--- config.mk ---
export PLATFORM = sky130hd
export DESIGN_NAME = stack_cmd_seq_flat
export DESIGN_NICKNAME = d
export VERILOG_FILES = /design/src/rtl/stack_cmd_seq_if.sv /design/src/rtl/stack_cmd_seq.sv /design/src/flat_wrapper.sv
export SDC_FILE = /design/constraint.sdc
export NUM_CORES = 1
export LEC_CHECK = 0
export CAP_MARGIN = 10
export CELL_PAD_IN_SITES_DETAIL_PLACEMENT = 0
export CELL_PAD_IN_SITES_GLOBAL_PLACEMENT = 1
export CORE_MARGIN = 5
export CORE_UTILIZATION = 46
export DETAILED_ROUTE_END_ITERATION = 6
export DONT_BUFFER_PORTS = 1
export PLACE_DENSITY = 0.88
export SLEW_MARGIN = 0
export SYNTH_ARGS = -nofsm -noshare
export SYNTH_HDL_FRONTEND = slang
export SYNTH_SLANG_ARGS = --single-unit
--- constraint.sdc ---
create_clock -name clk -period 6.6 [get_ports clk]
set_clock_uncertainty 0.2 [all_clocks]
set_input_delay 0.99 -clock clk [delete_from_list [all_inputs] [get_ports clk]]
set_output_delay 0.99 -clock clk [all_outputs]
set_load 0.1 [all_outputs]
--- src/rtl/stack_cmd_seq_if.sv ---
// stack_cmd_seq_if: command/response bundle for the stack sequencer.
// master issues commands and collects responses; slave is the sequencer.
interface stack_cmd_seq_if;
  logic       cmd_valid;
  logic       cmd_ready;
  logic [2:0] cmd_op;
  logic       cmd_sel;
  logic [7:0] cmd_data;
  logic       rsp_valid;
  logic [7:0] rsp_data;
  logic [1:0] rsp_err;

  modport master (
    output cmd_valid,
    output cmd_op,
    output cmd_sel,
    output cmd_data,
    input  cmd_ready,
    input  rsp_valid,
    input  rsp_data,
    input  rsp_err
  );

  modport slave (
    input  cmd_valid,
    input  cmd_op,
    input  cmd_sel,
    input  cmd_data,
    output cmd_ready,
    output rsp_valid,
    output rsp_data,
    output rsp_err
  );
endinterface

--- src/rtl/stack_cmd_seq.sv ---
// stack_cmd_seq: sequences one command at a time onto the shared
// two-stack strobe bus and returns a single response pulse.
module stack_cmd_seq #(
  parameter bit SATURATE = 1'b0
) (
  input  logic          clk,
  input  logic          rst_n,
  stack_cmd_seq_if.slave cmd,
  output logic          stack_select,
  output logic          push,
  output logic          pop,
  output logic [7:0]    data_in,
  input  logic          empty0,
  input  logic          empty1,
  input  logic          full0,
  input  logic          full1,
  input  logic [7:0]    dout0,
  input  logic [7:0]    dout1
);

  localparam logic [2:0] OP_NOP  = 3'd0;
  localparam logic [2:0] OP_PUSH = 3'd1;
  localparam logic [2:0] OP_POP  = 3'd2;
  localparam logic [2:0] OP_PEEK = 3'd3;
  localparam logic [2:0] OP_DUP  = 3'd4;
  localparam logic [2:0] OP_SWAP = 3'd5;
  localparam logic [2:0] OP_ADD  = 3'd6;
  localparam logic [2:0] OP_MOVE = 3'd7;

  localparam logic [1:0] E_OK    = 2'b00;
  localparam logic [1:0] E_UNDER = 2'b01;
  localparam logic [1:0] E_OVER  = 2'b10;

  typedef enum logic [2:0] {
    S_IDLE,
    S_SETTLE,
    S_EXEC,
    S_EXEC2,
    S_EXEC3,
    S_XFER,
    S_DONE
  } state_t;

  state_t     state;
  logic [2:0] op_q;
  logic       sel_q;
  logic [7:0] data_q;
  logic [7:0] t0;
  logic [7:0] t1;

  logic [7:0] op_oh;
  logic [7:0] top;
  logic       emp;
  logic       ful;
  logic       ful_dst;
  logic [8:0] sum_raw;
  logic [7:0] sum;

  assign op_oh   = 8'd1 << op_q;
  assign top     = sel_q ? dout1 : dout0;
  assign emp     = sel_q ? empty1 : empty0;
  assign ful     = sel_q ? full1 : full0;
  assign ful_dst = sel_q ? full0 : full1;
  assign sum_raw = {1'b0, t0} + {1'b0, top};
  assign sum     = (SATURATE && sum_raw[8]) ? 8'hFF : sum_raw[7:0];

  assign cmd.cmd_ready = (state == S_IDLE);

  // MOVE retargets the bus to the destination for its one push cycle
  assign stack_select = (state == S_XFER) ? ~sel_q : sel_q;

  // Strobe decode: only the working states ever touch the stacks
  always_comb begin
    push    = 1'b0;
    pop     = 1'b0;
    data_in = 8'h00;
    unique case (state)
      S_EXEC: begin
        unique case (1'b1)
          op_oh[OP_PUSH]: begin
            if (!ful) begin
              push    = 1'b1;
              data_in = data_q;
            end
          end
          op_oh[OP_POP]: begin
            if (!emp) pop = 1'b1;
          end
          op_oh[OP_DUP]: begin
            if (!emp && !ful) begin
              push    = 1'b1;
              data_in = top;
            end
          end
          op_oh[OP_SWAP],
          op_oh[OP_ADD]: begin
            if (!emp) pop = 1'b1;
          end
          op_oh[OP_MOVE]: begin
            if (!emp && !ful_dst) pop = 1'b1;
          end
          default: ;
        endcase
      end
      S_EXEC2: begin
        if (emp) begin
          push    = 1'b1;
          data_in = t0;
        end else begin
          push    = 1'b1;
          pop     = 1'b1;
          data_in = (op_q == OP_ADD) ? sum : t0;
        end
      end
      S_EXEC3: begin
        push    = 1'b1;
        data_in = t1;
      end
      S_XFER: begin
        push    = 1'b1;
        data_in = t0;
      end
      default: ;
    endcase
  end

  // Command FSM; response fields load only on entry to DONE
  always_ff @(posedge clk) begin
    if (!rst_n) begin
      state         <= S_IDLE;
      op_q          <= OP_NOP;
      sel_q         <= 1'b0;
      data_q        <= 8'h00;
      t0            <= 8'h00;
      t1            <= 8'h00;
      cmd.rsp_valid <= 1'b0;
      cmd.rsp_data  <= 8'h00;
      cmd.rsp_err   <= E_OK;
    end else begin
      cmd.rsp_valid <= 1'b0;
      unique case (state)
        S_IDLE: begin
          if (cmd.cmd_valid) begin
            op_q   <= cmd.cmd_op;
            sel_q  <= cmd.cmd_sel;
            data_q <= cmd.cmd_data;
            state  <= S_SETTLE;
          end
        end
        S_SETTLE: begin
          state <= S_EXEC;
        end
        S_EXEC: begin
          unique case (1'b1)
            op_oh[OP_NOP]: begin
              state         <= S_DONE;
              cmd.rsp_valid <= 1'b1;
              cmd.rsp_data  <= 8'h00;
              cmd.rsp_err   <= E_OK;
            end
            op_oh[OP_PUSH]: begin
              state         <= S_DONE;
              cmd.rsp_valid <= 1'b1;
              cmd.rsp_data  <= ful ? 8'h00 : data_q;
              cmd.rsp_err   <= ful ? E_OVER : E_OK;
            end
            op_oh[OP_POP],
            op_oh[OP_PEEK]: begin
              state         <= S_DONE;
              cmd.rsp_valid <= 1'b1;
              cmd.rsp_data  <= emp ? 8'h00 : top;
              cmd.rsp_err   <= emp ? E_UNDER : E_OK;
              if (!emp) t0 <= top;
            end
            op_oh[OP_DUP]: begin
              state         <= S_DONE;
              cmd.rsp_valid <= 1'b1;
              if (emp) begin
                cmd.rsp_data <= 8'h00;
                cmd.rsp_err  <= E_UNDER;
              end else if (ful) begin
                cmd.rsp_data <= 8'h00;
                cmd.rsp_err  <= E_OVER;
              end else begin
                cmd.rsp_data <= top;
                cmd.rsp_err  <= E_OK;
              end
            end
            op_oh[OP_SWAP],
            op_oh[OP_ADD]: begin
              if (emp) begin
                state         <= S_DONE;
                cmd.rsp_valid <= 1'b1;
                cmd.rsp_data  <= 8'h00;
                cmd.rsp_err   <= E_UNDER;
              end else begin
                t0    <= top;
                state <= S_EXEC2;
              end
            end
            op_oh[OP_MOVE]: begin
              if (emp || ful_dst) begin
                state         <= S_DONE;
                cmd.rsp_valid <= 1'b1;
                cmd.rsp_data  <= 8'h00;
                cmd.rsp_err   <= emp ? E_UNDER : E_OVER;
              end else begin
                t0    <= top;
                state <= S_XFER;
              end
            end
            default: state <= S_DONE;
          endcase
        end
        S_EXEC2: begin
          if (emp) begin
            state         <= S_DONE;
            cmd.rsp_valid <= 1'b1;
            cmd.rsp_data  <= 8'h00;
            cmd.rsp_err   <= E_UNDER;
          end else if (op_q == OP_ADD) begin
            state         <= S_DONE;
            cmd.rsp_valid <= 1'b1;
            cmd.rsp_data  <= sum;
            cmd.rsp_err   <= E_OK;
          end else begin
            t1    <= top;
            state <= S_EXEC3;
          end
        end
        S_EXEC3: begin
          state         <= S_DONE;
          cmd.rsp_valid <= 1'b1;
          cmd.rsp_data  <= t1;
          cmd.rsp_err   <= E_OK;
        end
        S_XFER: begin
          state         <= S_DONE;
          cmd.rsp_valid <= 1'b1;
          cmd.rsp_data  <= t0;
          cmd.rsp_err   <= E_OK;
        end
        S_DONE: begin
          state <= S_IDLE;
        end
        default: state <= S_IDLE;
      endcase
    end
  end

endmodule

--- src/flat_wrapper.sv ---
// flat-port wrapper written by rule: the top's interface ports become plain ports
module stack_cmd_seq_flat 
#(
  parameter bit SATURATE = 1'b0
)
  (clk, rst_n, stack_select, push, pop, data_in, empty0, empty1, full0, full1, dout0, dout1, cmd_cmd_valid, cmd_cmd_op, cmd_cmd_sel, cmd_cmd_data, cmd_cmd_ready, cmd_rsp_valid, cmd_rsp_data, cmd_rsp_err);
  stack_cmd_seq_if cmd_i ();
  input  logic clk;
  input  logic rst_n;
  output logic stack_select;
  output logic push;
  output logic pop;
  output logic [7:0] data_in;
  input  logic empty0;
  input  logic empty1;
  input  logic full0;
  input  logic full1;
  input  logic [7:0] dout0;
  input  logic [7:0] dout1;
  input wire logic [$bits(cmd_i.cmd_valid)-1:0] cmd_cmd_valid;
  input wire logic [$bits(cmd_i.cmd_op)-1:0] cmd_cmd_op;
  input wire logic [$bits(cmd_i.cmd_sel)-1:0] cmd_cmd_sel;
  input wire logic [$bits(cmd_i.cmd_data)-1:0] cmd_cmd_data;
  output wire logic [$bits(cmd_i.cmd_ready)-1:0] cmd_cmd_ready;
  output wire logic [$bits(cmd_i.rsp_valid)-1:0] cmd_rsp_valid;
  output wire logic [$bits(cmd_i.rsp_data)-1:0] cmd_rsp_data;
  output wire logic [$bits(cmd_i.rsp_err)-1:0] cmd_rsp_err;
  assign cmd_i.cmd_valid = cmd_cmd_valid;
  assign cmd_i.cmd_op = cmd_cmd_op;
  assign cmd_i.cmd_sel = cmd_cmd_sel;
  assign cmd_i.cmd_data = cmd_cmd_data;
  assign cmd_cmd_ready = cmd_i.cmd_ready;
  assign cmd_rsp_valid = cmd_i.rsp_valid;
  assign cmd_rsp_data = cmd_i.rsp_data;
  assign cmd_rsp_err = cmd_i.rsp_err;
  stack_cmd_seq #(.SATURATE(SATURATE)) u_core (.clk(clk), .rst_n(rst_n), .cmd(cmd_i), .stack_select(stack_select), .push(push), .pop(pop), .data_in(data_in), .empty0(empty0), .empty1(empty1), .full0(full0), .full1(full1), .dout0(dout0), .dout1(dout1));
endmodule
# After elaboration in Yosys (flattened, before gate mapping)
# Index checks and enable logic that the tools add are counted.
# totals
reg_bits,42
output_inout_bits,23
# classes
n_shift,1
mux,54
n_eq_ne,13
n_reduce_logical,22
n_addsub,1
bitwise,3
# op_table
operator,n
8-bit two-way mux,14
8-bit case mux with 4 select lines,2
8-bit case mux with 6 select lines,1
8-bit case mux with 2 select lines,2
2-bit two-way mux,9
3-bit case mux with 5 select lines,1
1-bit two-way mux,13
2-bit case mux with 6 select lines,1
5-bit AND reduction,2
"3-bit == test, second input constant",3
3-bit two-way mux,3
8-bit adder,1
1-bit case mux with 2 select lines,4
"1-bit by 3-bit left shift with 8-bit output, first input constant",1
"7-bit by 3-bit inequality test with 1-bit output, second input constant",1
"3-bit by 2-bit == test with 1-bit output, second input constant",2
"2-bit inequality test, second input constant",3
1-bit case mux with 3 select lines,2
2-bit case mux with 3 select lines,1
3-bit case mux with 2 select lines,1
2-bit OR reduction,3
3-bit OR reduction,2
5-bit OR reduction,1
4-bit AND reduction,1
other kinds (15),20

# Logic depth before layout (Yosys ltp)
# Gate-level depths: netlist of the first run.
# depth
word_depth,6
ltp_mapped,12
depth_no_buf,10

# Worst setup path after synthesis of the first run
# No wires, ideal clock.
# synth_timing
path_kind,input -> output
from,input dout1[0]
to,output data_in[4]
path_slack_ps,944
path_buffers,0
arrival_ps,4466
cell_stages,10
path_cell_list,mux2i_1 -> inv_1 -> ha_1 -> inv_1 -> fa_1 -> nor2b_1 -> o31a_1 -> a21oi_1 -> mux2i_1 -> o21ai_0
# synth_via
elab_chain_cells,5
# synth_lines
item,line_no,text
from (decl),flat_wrapper.sv:19,input logic [7:0] dout1;
8-bit two-way mux,stack_cmd_seq.sv:60,assign top = sel_q ? dout1 : dout0;
named net u_core.top[0],stack_cmd_seq.sv:52,logic [7:0] top;
8-bit adder,stack_cmd_seq.sv:64,"assign sum_raw = {1'b0, t0} + {1'b0, top};"
8-bit two-way mux,stack_cmd_seq.sv:112,data_in = (op_q == OP_ADD) ? sum : t0;
8-bit two-way mux,stack_cmd_seq.sv:106,if (emp) begin
8-bit case mux with 4 select lines,stack_cmd_seq.sv:77,unique case (state)
to (decl),flat_wrapper.sv:13,output logic [7:0] data_in;
# The timed path passes the listed nets, and every way through them passes these cells.

# Final worst setup path of the first run
# layout_timing
from,register u_core.sel_q
to,output data_in[5]
# layout_via
elab_cells_between_ends,13
cone_classes,add/sub: 1; mux: 9; reduce/logical: 3
# layout_lines
item,line_no,text
from (decl),stack_cmd_seq.sv:46,logic sel_q;
from (signal assigned),stack_cmd_seq.sv:145,sel_q <= cmd.cmd_sel;
8-bit two-way mux,stack_cmd_seq.sv:60,
named net u_core.top[1],stack_cmd_seq.sv:52,
8-bit adder,stack_cmd_seq.sv:64,
8-bit two-way mux,stack_cmd_seq.sv:112,
8-bit two-way mux,stack_cmd_seq.sv:106,
8-bit case mux with 4 select lines,stack_cmd_seq.sv:77,
# The timed path passes the listed nets, and every way through them passes these cells.

==> results.json, run 1 <==
{
  "gp_congestion": 0.970,
  "endpoint_kind": "output port",
  "cts_resized": 0,
  "ys_warn_count": 0,
  "ctsLongestPathBuffers": 2,
  "ys_seq_area_share_pct": 28.5,
  "final_nets": 401,
  "grt-ovfl-total": 0,
  "synth_fp_nets": 412,
  "holdCritPathClass": "reg2reg",
  "ctsHoldBuffers": 0,
  "crit_arrival_ns": 3.88,
  "routed_wl_um": 8710,
  "clkSinkCount": 42,
  "grt_setup_unrepaired": "false",
  "async_reset_ff_share_pct": 0,
  "post-route-min-period_ns": 5.07,
  "route.vias.total": 2694,
  "dp_hpwl_um": 6420,
  "worstMarginPinSlew_ns": 1.18,
  "startpoint_type": "flip-flop",
  "whs_ns": 0.270,
  "r2r_start": "u_core.sel_q",
  "routedWlPerCell_um": 20.0,
  "die_w_um": 90.1,
  "cts-root-buf": "clkbuf_8",
  "clk_latency_ns": 0.30,
  "dieHeight_um": 90.1,
  "ioPinCount": 58,
  "row_count": 29,
  "synthesis.area_sq_um": 2950,
  "antenna_found_initial": 0,
  "hold_viol_final": 0,
  "drive_above_1_share_pct": 12.5,
  "status": "completed",
  "cts_tree": "done",
  "vdd_drop_max_v": 0.000119,
  "ys.flop_type": "dfxtp_1",
  "hold_start": "u_core.data_q[5]",
  "synth-edff-count": 0,
  "p_leak_nw": 1.11,
  "cts_buffers": 5,
  "initial_utilization_pct": 47.0,
  "io_buffers": 0,
  "multi_input_area_sq_um": 1950,
  "antenna_left": 0,
  "avgSynthCellArea_sq_um": 7.99,
  "powerDensity_nw_per_um2": 250,
  "post_cts_buffers": 0,
  "diodes": 0,
  "setup.worst_path.class": "reg2out",
  "timing.max_cap.violations": 0,
  "nFillCells": 644,
  "dp_cells": 428,
  "seq_area_sq_um": 841,
  "crit_start": "u_core.sel_q",
  "fin_cells": 436,
  "core_area_sq_um": 6280,
  "drt-pass1-iter-count": 5,
  "ys_types": 62,
  "grt_max_degree": 38,
  "cts_max_level": 2,
  "syn_to_final_growth_pct": 7.39,
  "grt.total_usage_pct": 21.5,
  "grt_pass1_wl_um": 14300,
  "relSlewSlack_pct": 20.5,
  "viasPerCell": 6.18,
  "synth-seq-cells": 42,
  "grt_pass1_vias": 2584,
  "cp_max_fo": 17,
  "post-route-drc-count": 0,
  "max_freq_ghz": 0.197,
  "finalSetupTns_ns": 0,
  "post-route-period-util_pct": 76.9,
  "setup_viol": 0,
  "final_core_util_pct": 50.4,
  "dieArea_sq_um": 8110,
  "syn_inst": 369,
  "clkTransAtPathRegs_ns": 0.09,
  "slew_viol_final": 0,
  "drt_iter0_markers": 269,
  "worstPathRequired_ns": 5.41
}
[synthesized netlist by cell type, types with 6 or more instances]
master,instances,area (sq um)
a211oi_1,21,158
a211oi_2,6,75.1
a21oi_1,36,180
and3_1,6,37.5
buf_2,9,45.0
clkbuf_1,10,37.5
dfxtp_1,42,841
ha_1,7,87.6
inv_1,12,45.0
mux2i_1,22,220
nand2_1,41,154
nand3_1,11,55.1
nor2_1,34,128
nor3_1,6,30.0
o21ai_0,17,85.1
o31ai_1,11,82.6
[critical path: stages, from the launching register on]
cell       delay, ns
dfxtp_1         0.92
mux2i_1         0.60
inv_1           0.11
ha_1            0.36
a21oi_1         0.24
o2111ai_1       0.18
xor2_1          0.20
mux2i_1         0.11
o21ai_2         0.86
[metrics by stage]
step	power (W)	cell area, sq um	setup slack, ns
after floorplan	0.000549	2950	0.944
after global placement	0.000588	3060	1.97
after detailed placement	0.000591	3060	1.86
after CTS	0.000794	3170	1.52
after global routing	0.000828	3170	1.27
final	0.000791	3170	1.53
[sequential cells by signal, summed over array words and instances, names as in the netlist]
signal,count
u_core.cmd.rsp_data,8
u_core.data_q,8
u_core.t0,8
u_core.t1,8
u_core.op_q,3
u_core.state,3
u_core.cmd.rsp_err,2
u_core.cmd.rsp_valid,1
u_core.sel_q,1
[cell usage in the layout, fill, tap and decap left out, types with 3 or more instances in the layout]
master	instances
dfxtp_1	42
nor2b_1	4
nor2_1	34
a221oi_1	4
nor3_1	5
ha_1	7
a211oi_2	6
nand3_1	11
mux2i_1	22
o31ai_1	11
and3_1	6
xor2_1	4
o22ai_1	3
clkbuf_8	5
o21ai_2	3
a21oi_1	36
buf_4	5
o211ai_1	3
o21ai_0	14
and2_1	4
inv_1	12
a311oi_2	3
xnor2_1	4
nand2_1	41
a211oi_1	21
[worst paths after layout]
| path | cells past startpoint | end | slack (ns) |
|---|---|---|---|
| worst min register to register | 2 | u_core.data_q[5] | 0.27 |
| worst max-delay path | 8 | data_in[5] | 1.53 |
| worst max register to register | 10 | u_core.cmd.rsp_data[6] | 3.06 |
| worst min-delay path | 2 | u_core.data_q[5] | 0.27 |
[kinds of logic after synthesis]
logic type | Yosys count | share of synthesized area (%)
AND/OR/NAND/NOR | 122 | 19.8
adder cells (fa/ha/maj) | 8 | 3.65
XOR/XNOR | 9 | 2.67
flip-flops | 42 | 28.5
AO/OA/AOI/OAI | 123 | 29.8
buffers and inverters | 39 | 6.45
multiplexers | 26 | 9.13
[where the power goes]
| group | internal, W | switching (W) |
|---|---|---|
| clock network | 0.000111 | 0.0000924 |
| registers | 0.000275 | 0.000112 |
| logic | 0.0000684 | 0.000131 |
| total | 0.000455 | 0.000336 |
[area by class of cell]
| type | instances | area share (%) |
|---|---|---|
| clock inverters | 3 | 1.26 |
| flip-flops and latches | 42 | 26.6 |
| multi-input cells | 288 | 61.7 |
| repair buffers | 8 | 3.72 |
| inverters | 13 | 1.54 |
| well taps | 77 | 3.04 |
| clock buffers | 5 | 2.17 |
[metal layers]
metal	part of all wire (%)	track usage, %
met1	45	30.3
met2	45	32.1
met3	8.4	5.59
met4	1.4	6.45
met5	0	0
(Power assumes the default switching activity.)
==> run 2: changes to the inputs <==
CORE_UTILIZATION = 42   (was 46)
PLACE_DENSITY = 0.85   (was 0.88)
clock period = 4.6 ns   (was 6.6 ns; I/O delays follow)
==> run 2 against run 1 <==
  * Non-clock buffer count rose by 10
  * First-iteration DRC count increased by 0.74%
  * Core utilization decreased by 2.3 points
  * Clock power grew 49%
  * Sequential share of layout area is 0.84 points lower
  * Register-to-register slack worse by 1.7 ns
  * Die area up 8.4%
  * Final cell count grew 6.7%
  * Worst setup slack worse by 0.99 ns
  * Global-route usage decreased by 2.5 points
  * Worst hold slack worse by 0.0054 ns
  * Highest routed layer unchanged
==> results.json, run 2 (synthesis results as in run 1) <==
{
  "clkTransAtPathRegs_ns": 0.09,
  "final_cell_mix": "42 x dfxtp_1, 41 x nand2_1, 36 x a21oi_1, 34 x nor2_1, 22 x mux2i_1",
  "status": "completed",
  "grt.total_usage_pct": 19.0,
  "drive_above_1_share_pct": 14.9,
  "whs_ns": 0.264,
  "vdd_drop_max_v": 0.000158,
  "finalSetupTns_ns": 0,
  "grt.met2_usage_pct": 27.9,
  "cts_tree": "done",
  "worstMarginPinSlew_ns": 1.00,
  "cts_resized": 0,
  "slew_viol_final": 0,
  "initial_utilization_pct": 43.4,
  "route.vias.total": 2778,
  "relSlewSlack_pct": 32.7,
  "grt_pass1_vias": 2553,
  "holdCritPathClass": "reg2reg",
  "cts_buffers": 5,
  "grt-ovfl-total": 0,
  "antenna_left": 0,
  "drt-pass1-iter-count": 5,
  "endpoint_kind": "output port",
  "post-route-drc-count": 0,
  "crit_chain": "mux2i_1, inv_1, ha_1, inv_1, fa_1, nor2b_1, o31a_1, o22ai_1, xor2_1, o221ai_2, buf_4",
  "gp_congestion": 0.947,
  "row_count": 30,
  "place_ws_ns": 0.815,
  "layout.cells.most_common": "dfxtp_1",
  "setup_viol": 0,
  "clkSinkCount": 42,
  "ctsLongestPathBuffers": 2,
  "cts-root-buf": "clkbuf_8",
  "viasPerCell": 5.97,
  "grt_max_degree": 38,
  "p_leak_nw": 1.16,
  "final_nets": 411,
  "die_w_um": 93.8,
  "final_core_util_pct": 48.1,
  "powerDensity_nw_per_um2": 352,
  "post_cts_buffers": 0,
  "setup.worst_path.class": "reg2out",
  "routed_wl_um": 8320,
  "busiest_layer": "met2",
  "grtUsageMet1_pct": 27.3,
  "cpMostUsedCell": "inv_1",
  "cts_max_level": 2,
  "dp_hpwl_um": 6140,
  "p_total_w": 0.00115,
  "dieHeight_um": 93.8,
  "clk_latency_ns": 0.30,
  "setup_slack_ns": 0.533,
  "nFillCells": 643,
  "max_freq_ghz": 0.246,
  "core_area_sq_um": 6790,
  "crit_arrival_ns": 3.18,
  "grt.met3_usage_pct": 4.49,
  "diodes": 0,
  "cp_max_fo": 7,
  "ioPinCount": 58,
  "antenna_found_initial": 0,
  "critPathSlowestCell": "dfxtp_1",
  "startpoint_type": "flip-flop",
  "timing.max_cap.violations": 0,
  "worstPathRequired_ns": 3.71,
  "grt_pass1_wl_um": 13300,
  "post-route-min-period_ns": 4.07,
  "cpPeakStageDelay_ns": 0.53,
  "drt_iter0_markers": 271,
  "syn_to_final_growth_pct": 10.9,
  "post-route-period-util_pct": 88.4,
  "dieArea_sq_um": 8790,
  "routedWlPerCell_um": 17.9,
  "hold_viol_final": 0,
  "ctsHoldBuffers": 0,
  "io_buffers": 0,
  "grt_setup_unrepaired": "false"
}
## run 2: changes by cell type in the layout (fill, tap and decap cells not counted), sizes merged
| cell | change |
|---|---|
| clkinv | -2 |
| buf | +10 |
| clkinvlp | +2 |
## run 2: worst paths after layout
path / from / end / slack, ns / cells after the start
hold / removal: u_core.data_q[4] / u_core.data_q[4] / 0.26 / 2
setup reg to reg: u_core.state[0] / u_core.cmd.rsp_err[1] / 1.35 / 5
setup / recovery: u_core.sel_q / data_in[6] / 0.53 / 11
hold reg to reg: u_core.data_q[4] / u_core.data_q[4] / 0.26 / 2
## run 2: area by class of cell
cell class	instances	area (sq um)	area share, %
Tap cell	96	120	3.67
Clock inverter	3	45.0	1.38
Sequential cell	42	841	25.7
Inverter	13	48.8	1.49
Timing Repair Buffer	18	193	5.89
Clock buffer	5	68.8	2.10
Multi-Input combinational cell	288	1950	59.7
## run 2: power breakdown
part	leakage (nW)	internal [W]	switching, W
logic	0.765	0.000104	0.000191
clock network	0.0504	0.000162	0.000143
registers	0.342	0.000394	0.000158
## run 2: critical path, delay by kind of cell (launching register included)
family,cells,cell delay (ns)
xor gates and xnor gates,1,0.13
adders and majority gates,2,0.48
DFF,1,0.53
buffers and inverters,3,0.50
AOI/OAI and AO/OA,3,0.71
and+or+nand+nor,1,0.07
muxes,1,0.45
## run 2: per-layer routing
layer  part of all wire (%)  vias up
met1                     47     1300
met4                    1.3        0
li1                       -     1349
met5                      0        -
met3                    8.9       10
met2                     42      119
## run 2: metrics by stage
step / instance area (sq um) / instances
floorplan: 2960 / 369
global placement: 3160 / 457
detailed placement: 3160 / 457
CTS: 3270 / 465
global route: 3270 / 465
finish: 3270 / 465
==> run 3: changes to the inputs <==
CORE_UTILIZATION = 35   (was 42)
DONT_BUFFER_PORTS = default   (was 1)
PLACE_DENSITY = 0.87   (was 0.85)
==> run 3 against run 2 <==
  * Sequential share of layout area shrank 3.5 points
  * Worst hold slack is essentially flat
  * Largest power group is now combinational logic
  * Final area grew 16%
  * Critical endpoint unchanged
  * Sequential power shrank 21%
  * Core utilization shrank 2.0 points
  * First-iteration DRC count grew 12%
  * Die area grew 18%
  * Non-clock buffer count grew 51
==> results.json, run 3 (synthesis results as in run 1) <==
{
  "status": "completed",
  "endpoint_kind": "output port",
  "core_area_sq_um": 8220,
  "vdd_drop_max_v": 0.000102,
  "grt_max_degree": 38,
  "p_total_w": 0.00119,
  "post-route-min-period_ns": 4.08,
  "cts_resized": 0,
  "cts_tree": "done",
  "critPathBufInv": 4,
  "ctsHoldBuffers": 0,
  "diodes": 0,
  "post_cts_buffers": 0,
  "r2r_cells": 7,
  "slew_viol_final": 0,
  "crit_chain": "clkdlybuf4s50_1, mux2i_1, inv_1, ha_1, inv_1, fa_1, nor2b_1, o31a_1, o22ai_1, xor2_1, o221ai_2, buf_12",
  "drt-pass1-iter-count": 4,
  "r2r_start": "u_core.sel_q",
  "cts-root-buf": "clkbuf_8",
  "grt-ovfl-total": 0,
  "hold_viol_final": 0,
  "holdCritPathClass": "reg2reg",
  "viasPerCell": 5.51,
  "worstPathRequired_ns": 3.71,
  "powerDensity_nw_per_um2": 314,
  "startpoint_type": "input port",
  "die_w_um": 102,
  "cp_max_fo": 4,
  "grt_setup_unrepaired": "false",
  "grt.total_usage_pct": 17.2,
  "grt_pass1_vias": 2775,
  "gp_congestion": 0.995,
  "routedWlPerCell_um": 16.4,
  "cts_buffers": 5,
  "drt_iter0_markers": 304,
  "cpMostUsedCell": "inv_1",
  "cpLargestDelayFamily": "buffers and inverters",
  "p_leak_nw": 1.35,
  "setup_slack_ns": 0.523,
  "post-route-period-util_pct": 88.6,
  "syn_to_final_growth_pct": 28.7,
  "worstMarginPinSlew_ns": 0.985,
  "setup.worst_path.class": "in2out",
  "clkTransAtPathRegs_ns": 0.08,
  "antenna_found_initial": 0,
  "critPathSlowestCell": "fa_1",
  "dp_hpwl_um": 6630,
  "finalSetupTns_ns": 0,
  "final_cell_mix": "46 x clkdlybuf4s50_1, 42 x dfxtp_1, 41 x nand2_1, 36 x a21oi_1, 34 x nor2_1",
  "grt_pass1_wl_um": 14100,
  "ioPinCount": 58,
  "place_ws_ns": 0.530,
  "ctsLongestPathBuffers": 2,
  "drive_above_1_share_pct": 13.1,
  "row_count": 33,
  "routed_wl_um": 8620,
  "clk_latency_ns": 0.30,
  "io_buffers": 57,
  "route.vias.total": 2895,
  "hold_start": "u_core.data_q[3]",
  "final_nets": 462,
  "setup_viol": 0,
  "initial_utilization_pct": 35.9,
  "r2r_end": "u_core.cmd.rsp_data[2]",
  "dieArea_sq_um": 10400,
  "post-route-drc-count": 0,
  "timing.max_cap.violations": 0,
  "crit_arrival_ns": 3.19,
  "max_freq_ghz": 0.245,
  "hold_path_depth": 2,
  "layout.cells.most_common": "clkdlybuf4s50_1",
  "worstHoldEndpoint": "u_core.data_q[3]",
  "antenna_left": 0,
  "cts_max_level": 2,
  "rrSetupSlack_ns": 1.68,
  "cpPeakStageDelay_ns": 0.49,
  "dieHeight_um": 102,
  "clkSinkCount": 42,
  "relSlewSlack_pct": 33.8
}
[run 3: cell count changes in the layout (fill, tap and decap cells not counted), sizes merged]
cell / previous run / this run
clkdlybuf4s50: 0 / 46
clkinv: 0 / 2
buf: 17 / 23
clkinvlp: 2 / 0
clkbuf: 6 / 5
[run 3: through the flow]
| step | area, sq um | std cells | hold WS, ns | utilization, % |
|---|---|---|---|---|
| 2_1_floorplan | 2960 | 369 | 0.237 | - |
| 3_3_place_gp | 3680 | 517 | 0.250 | 44.8 |
| 3_5_place_dp | 3680 | 517 | 0.252 | 44.8 |
| 4_1_cts | 3790 | 525 | 0.264 | 46.2 |
| 5_1_grt | 3790 | 525 | 0.297 | 46.2 |
| 6_report | 3790 | 525 | 0.264 | 46.2 |
[run 3: worst register-to-register path: stages, from the launching register on]
cell and delay, ns:
dfxtp_1 0.60, buf_4 0.29, mux2_4 0.32, a211oi_4 0.06, buf_4 0.23, nor2_2 0.40
and2_1 0.52, a311oi_2 0.17
[run 3: layout make-up]
type | count | area [sq um]
fillers | 847 | 4420
multi-input cells | 288 | 1930
flip-flops and latches | 42 | 841
repair buffers | 69 | 733
well taps | 105 | 131
clock buffers | 5 | 68.8
inverters | 13 | 48.8
clock inverters | 3 | 40.0
[run 3: worst max-delay path by stage]
stage,cells after the start,end,from,slack [ns]
floorplan,12,data_in[4],u_core.sel_q,0.24
global placement,12,data_in[6],dout1[0],0.57
detailed placement,12,data_in[6],dout1[0],0.53
CTS,12,data_in[6],dout1[0],0.53
global route,10,data_in[6],dout1[2],0.36
finish,12,data_in[6],dout1[0],0.52
[run 3: layer usage]
layer	up-vias	track usage (%)	part of all wire [%]
met4	0	5.42	1.2
met3	7	2.89	6.4
met5	-	0	0
li1	1458	-	-
met2	90	25.8	43
met1	1340	25.2	49
[run 3: power by group]
part           total, W  internal [W]  switching (W)
Sequential     0.000435      0.000395      0.0000401
Combinational  0.000465      0.000150       0.000315
Clock          0.000293      0.000160       0.000133
Total           0.00119      0.000705       0.000487
==> RTL edit 1, RTL diff (settings of run 3) <==
Re-encode `state_t` (7 states) as one-hot, 7 bits wide.
--- a/src/rtl/stack_cmd_seq.sv
+++ b/src/rtl/stack_cmd_seq.sv
@@ -32,12 +32,12 @@
   localparam logic [1:0] E_OVER  = 2'b10;
 
-  typedef enum logic [2:0] {
-    S_IDLE,
-    S_SETTLE,
-    S_EXEC,
-    S_EXEC2,
-    S_EXEC3,
-    S_XFER,
-    S_DONE
+  typedef enum logic [6:0] {
+    S_IDLE   = 7'b0000001,
+    S_SETTLE = 7'b0000010,
+    S_EXEC   = 7'b0000100,
+    S_EXEC2  = 7'b0001000,
+    S_EXEC3  = 7'b0010000,
+    S_XFER   = 7'b0100000,
+    S_DONE   = 7'b1000000
   } state_t;
 
Function: no difference found for any inputs over 4 cycles, from zero or initial values and one cycle with rst_n low; so few cycles prove little.
==> RTL edit 1 against run 3 <==
Routed wire length up 7.9%; highest routed layer unchanged; sequential cell count up 4; synthesized area rose by 4.1%; cell area increased by 2.0%; count of clock-buffer cells in the layout is the same; setup slack worse by 250 ps.
Power is not compared: it rests on default switching activity, and its combinational part moved more than twofold at a synthesized area within 25%.
==> RTL edit 1: results (changes against run 3) <==
** Outcome
- Run status :: finished, final reports clean

** GRT
- The pin count of the biggest net entering global routing was 24 (-37%).
- The global routing usage summed across all routing layers was 0.169 (-0.00311).
- The routing usage on met3 is 0.0392 (+0.0103).
- The met2 routing resource usage after global routing is 0.263 (+0.00521).
- First-pass GRT wire length :: 15100 µm (+6.8%)
- Vias in the first global route :: 2921 (+5.3%)

** Yosys
- In the synthesized netlist, the cells that appear most often are sky130_fd_sc_hd__dfxtp_1, sky130_fd_sc_hd__nand2_1, sky130_fd_sc_hd__a21oi_1, sky130_fd_sc_hd__nor2_1.
- Share of the synthesized area in compound gates (AO/OA/AOI/OAI) :: 0.323 (+0.0257)
- Synth cell types :: 63 (+1.6%)
- Arithmetic-cell share of the synthesized area counting full adders, half adders and majority gates :: 0.0351 (-0.00144)
- Multiplexer share of the synthesized area :: 0.0571 (-0.0342)
- The net count after synthesis came to 421 (+2.2%).

** Critical path
- Worst R2R Path Depth :: 10 (+3)
- Worst-path fanout max :: 3 (-1)
- Register-to-Register Setup Slack :: 1540 ps (-140 ps)
- Delay of the slowest cell on the worst path :: 460 ps (-30 ps)
- Grouping stages by cell kind, the critical path spends the most delay in compound AO/OA/AOI/OAI gates.
- The arrival time of the worst setup path came to 3440 ps (+250 ps).

** Route
- The detailed route wirelength on metal2 came to 4280 µm (+16%).
- The starting DRC count in detailed routing came to 223 (-27%).
- Met1 layer wirelength in the final routing :: 4140 µm (-2.5%)
- The number of optimization iterations in the first detailed-route pass is 5 (+1).
- The amount of wire on met3 after detailed routing came to 667 µm (+21%).
- Post-detailed-route wirelength per cell :: 17.6 µm (+7.1%)

** Placed design
- Pre-CTS WS :: 279 ps (-251 ps)
- Half-perimeter wire length after placement :: 6800 µm (+2.5%)
- The placed instance area was 3780 µm² (+2.6%).
- Last weighted congestion value of the routability-driven placer :: 0.902 (-9.3%)

** Min path
- Hold endpoint :: u_core.cmd.rsp_err[1]$_SDFFE_PN0P_
- Hold path startpoint :: u_core.cmd.rsp_err[1]$_SDFFE_PN0P_

** STA
- The hold slack came to 252 ps (-11.8 ps).
- Least-Margin Pin Slew :: 983 ps (-2.00 ps)
-- RTL edit 1: worst register-to-register path: stages, from the launching register on --
cell                       delay, ps
sky130_fd_sc_hd__dfxtp_1         320
sky130_fd_sc_hd__buf_4           200
sky130_fd_sc_hd__mux2i_1         290
sky130_fd_sc_hd__inv_1           120
sky130_fd_sc_hd__ha_1            250
sky130_fd_sc_hd__fa_1            460
sky130_fd_sc_hd__a211oi_1        310
sky130_fd_sc_hd__nor2_1          100
sky130_fd_sc_hd__xor2_1          160
sky130_fd_sc_hd__a211oi_1        380
sky130_fd_sc_hd__a21oi_1         120
-- RTL edit 1: final cells by class --
class / instances / area [µm²]
Clock inverter: 3 / 21.3
Multi-Input combinational cell: 288 / 1980
Timing Repair Buffer: 63 / 688
Clock buffer: 5 / 68.8
Inverter: 16 / 60.1
Fill cell: 826 / 4770
Sequential cell: 46 / 921
Tap cell: 108 / 135
==> RTL edit 2, RTL diff (config.mk and constraints of run 3) <==
Made on the original files. `SATURATE` is set to 1'b0 in 2 places; all go to 1'b1.
--- a/src/rtl/stack_cmd_seq.sv
+++ b/src/rtl/stack_cmd_seq.sv
@@ -2,5 +2,5 @@
 // two-stack strobe bus and returns a single response pulse.
 module stack_cmd_seq #(
-  parameter bit SATURATE = 1'b0
+  parameter bit SATURATE = 1'b1
 ) (
   input  logic          clk,
--- a/src/flat_wrapper.sv
+++ b/src/flat_wrapper.sv
@@ -2,5 +2,5 @@
 module stack_cmd_seq_flat 
 #(
-  parameter bit SATURATE = 1'b0
+  parameter bit SATURATE = 1'b1
 )
   (clk, rst_n, stack_select, push, pop, data_in, empty0, empty1, full0, full1, dout0, dout1, cmd_cmd_valid, cmd_cmd_op, cmd_cmd_sel, cmd_cmd_data, cmd_cmd_ready, cmd_rsp_valid, cmd_rsp_data, cmd_rsp_err);
Behaviour: not the same (Yosys sat finds a counterexample within 4 cycles, from zero or initial values and one cycle with rst_n low).
==> RTL edit 2 against run 3 <==
Sequential cell count stayed put; synthesized area fell by 2.3%; count of clock-buffer cells in the layout grew 1; synthesized cell count down 2.7%; sequential power up 18%; power is 48% higher; clock power grew 25%; cell area hardly changed; setup slack worse by 380 ps; routed wire length increased by 8.8%; critical path type unchanged; highest routed layer unchanged.
==> RTL edit 2: results (changes against run 3) <==
** Yosys
- The distinct cell type count after synthesis is 58 (-6.5%).
- The synthesized instance count is 359 (-2.7%).
- Ranked by instance count, the synthesized netlist is headed by sky130_fd_sc_hd__dfxtp_1, sky130_fd_sc_hd__nand2_1, sky130_fd_sc_hd__a21oi_1, sky130_fd_sc_hd__nor2_1.
- Area contributors post-synth :: sky130_fd_sc_hd__dfxtp_1, sky130_fd_sc_hd__a21oi_1, sky130_fd_sc_hd__mux2i_1
- The sequential cell area fraction in the yosys report is 0.292 (+0.00682).
- Total nets after synthesis :: 403 (-2.2%)

** Critical path
- In this run the critical register-to-register path is launched from u_core.state[0]$_SDFFE_PN0P_.
- The biggest fanout along the worst timing path was 3 (-1).
- The arrival time of the worst setup path is 3560 ps (+370 ps).
- The depth of the most critical reg-to-reg path was 5 (-2).
- Worst reg2reg path endpoint :: u_core.cmd.rsp_data[3]$_SDFFE_PN0P_

** Power
- The maximum ir drop on the vdd rail was 0.181 mV (+77%).
- Lkg Pwr :: 1.35 nW (-0.25%)
- The net switching share of the total power is 0.476 (+0.0674).

** Route
- The average wire length per cell after detail routing is 18.2 µm (+11%).
- Met2 routed wirelength :: 4530 µm (+22%)
- The number of optimization iterations in the first detailed-route pass was 5 (+1).
- The met1 wire length was 3950 µm (-7.1%).
- WL final :: 9380 µm (+8.8%)
- Metal3 WL :: 584 µm (+5.6%)
- The starting DRC count in detailed routing came to 164 (-46%).

** GRT
- First-pass GRT wire length :: 14600 µm (+3.0%)
- Pin count of the biggest net entering global routing :: 39 (+2.6%)
- Vias in the first global route :: 2801 (+0.94%)
- The global routing usage summed across all routing layers is 0.184 (+0.0114).

** Placed design
- Placed cells :: 507 (-1.9%)
- Last weighted congestion value of the routability-driven placer :: 0.943 (-5.2%)
- Pre-CTS WS :: -11.8 ps (-542 ps)

** Cells and area
- Fraction of final layout cells with drive strength greater than 1 :: 0.112 (-0.0188)
- The layout filler cell count came to 800 (-5.5%).
- # nets final :: 453 (-1.9%)

** STA
- The slew of the pin with the lowest slew margin was 1190 ps (+205 ps).

** Min path
- For hold timing, the worst endpoint is u_core.data_q[5]$_SDFFE_PN0P_.

** Outcome
- The flow ran to the end, and the final reports show no timing, DRC or antenna violations.
RTL edit 2: through the flow:
| step | cell area (µm²) | hold WS (ps) |
|---|---|---|
| final | 3790 | 286 |
| after detailed placement | 3630 | 276 |
| after CTS | 3780 | 290 |
| after global placement | 3630 | 269 |
| after floorplan | 2880 | 249 |
| after global routing | 3790 | 304 |
RTL edit 2: cell families after synthesis:
logic type / count (synthesis) / share of synthesized area
AND/OR/NAND/NOR: 115 / 0.205
buffers and inverters: 38 / 0.0578
multiplexers: 22 / 0.0847
AO/OA/AOI/OAI: 127 / 0.301
XOR/XNOR: 6 / 0.0183
adder cells (fa/ha/maj): 9 / 0.0417
flip-flops: 42 / 0.292
RTL edit 2: final cells by class:
| cell class | instances | area [µm²] | share of cell area |
|---|---|---|---|
| Multi-Input combinational cell | 279 | 1890 | 0.499 |
| Sequential cell | 42 | 841 | 0.222 |
| Timing Repair Buffer | 70 | 743 | 0.196 |
| Tap cell | 105 | 131 | 0.0347 |
| Clock buffer | 6 | 82.6 | 0.0218 |
| Clock inverter | 2 | 60.1 | 0.0158 |
| Inverter | 11 | 41.3 | 0.0109 |
RTL edit 2: power groups by stage:
stage / Sequential, W / Clock (W) / Combinational [W]
after CTS: 0.000511 / 0.000375 / 0.000884
after detailed placement: 0.000519 / 0 / 0.000881
final: 0.000513 / 0.000367 / 0.000886
after global placement: 0.000519 / 0 / 0.000876
after floorplan: 0.000737 / 0 / 0.000438
after global routing: 0.000522 / 0.000387 / 0.000937
RTL edit 2: worst max-delay path, stage by stage:
cell and delay, ps:
sky130_fd_sc_hd__clkdlybuf4s50_1 420, sky130_fd_sc_hd__mux2i_2 220, sky130_fd_sc_hd__inv_2 80, sky130_fd_sc_hd__ha_2 220, sky130_fd_sc_hd__fa_1 450, sky130_fd_sc_hd__a21o_1 220
sky130_fd_sc_hd__a221oi_2 310, sky130_fd_sc_hd__mux2i_1 140, sky130_fd_sc_hd__mux2_2 270, sky130_fd_sc_hd__a221o_1 370, sky130_fd_sc_hd__buf_12 180
RTL edit 2: routing by layer:
layer,global-route usage,up-vias
li1,-,1438
met1,0.230,1412
met2,0.306,98
met3,0.0388,22
met4,0.0736,0
met5,0,-
RTL edit 2: how the worst max path moves through the flow:
stage / startpoint / end / slack (ps) / depth (start not counted)
floorplan: u_core.sel_q$_SDFFE_PN0P_ / data_in[4] / 40 / 11
finish: dout0[0] / data_in[6] / 150 / 11
global route: dout0[0] / data_in[6] / 10 / 11
CTS: dout0[0] / data_in[6] / 80 / 11
detailed placement: dout1[0] / data_in[6] / -10 / 11
global placement: dout1[0] / data_in[2] / 40 / 11
RTL edit 2: timing repair:
action,in CTS,in global routing
pin swaps,0,1
gates resized for setup,1,4
setup endpoints to repair,2,6
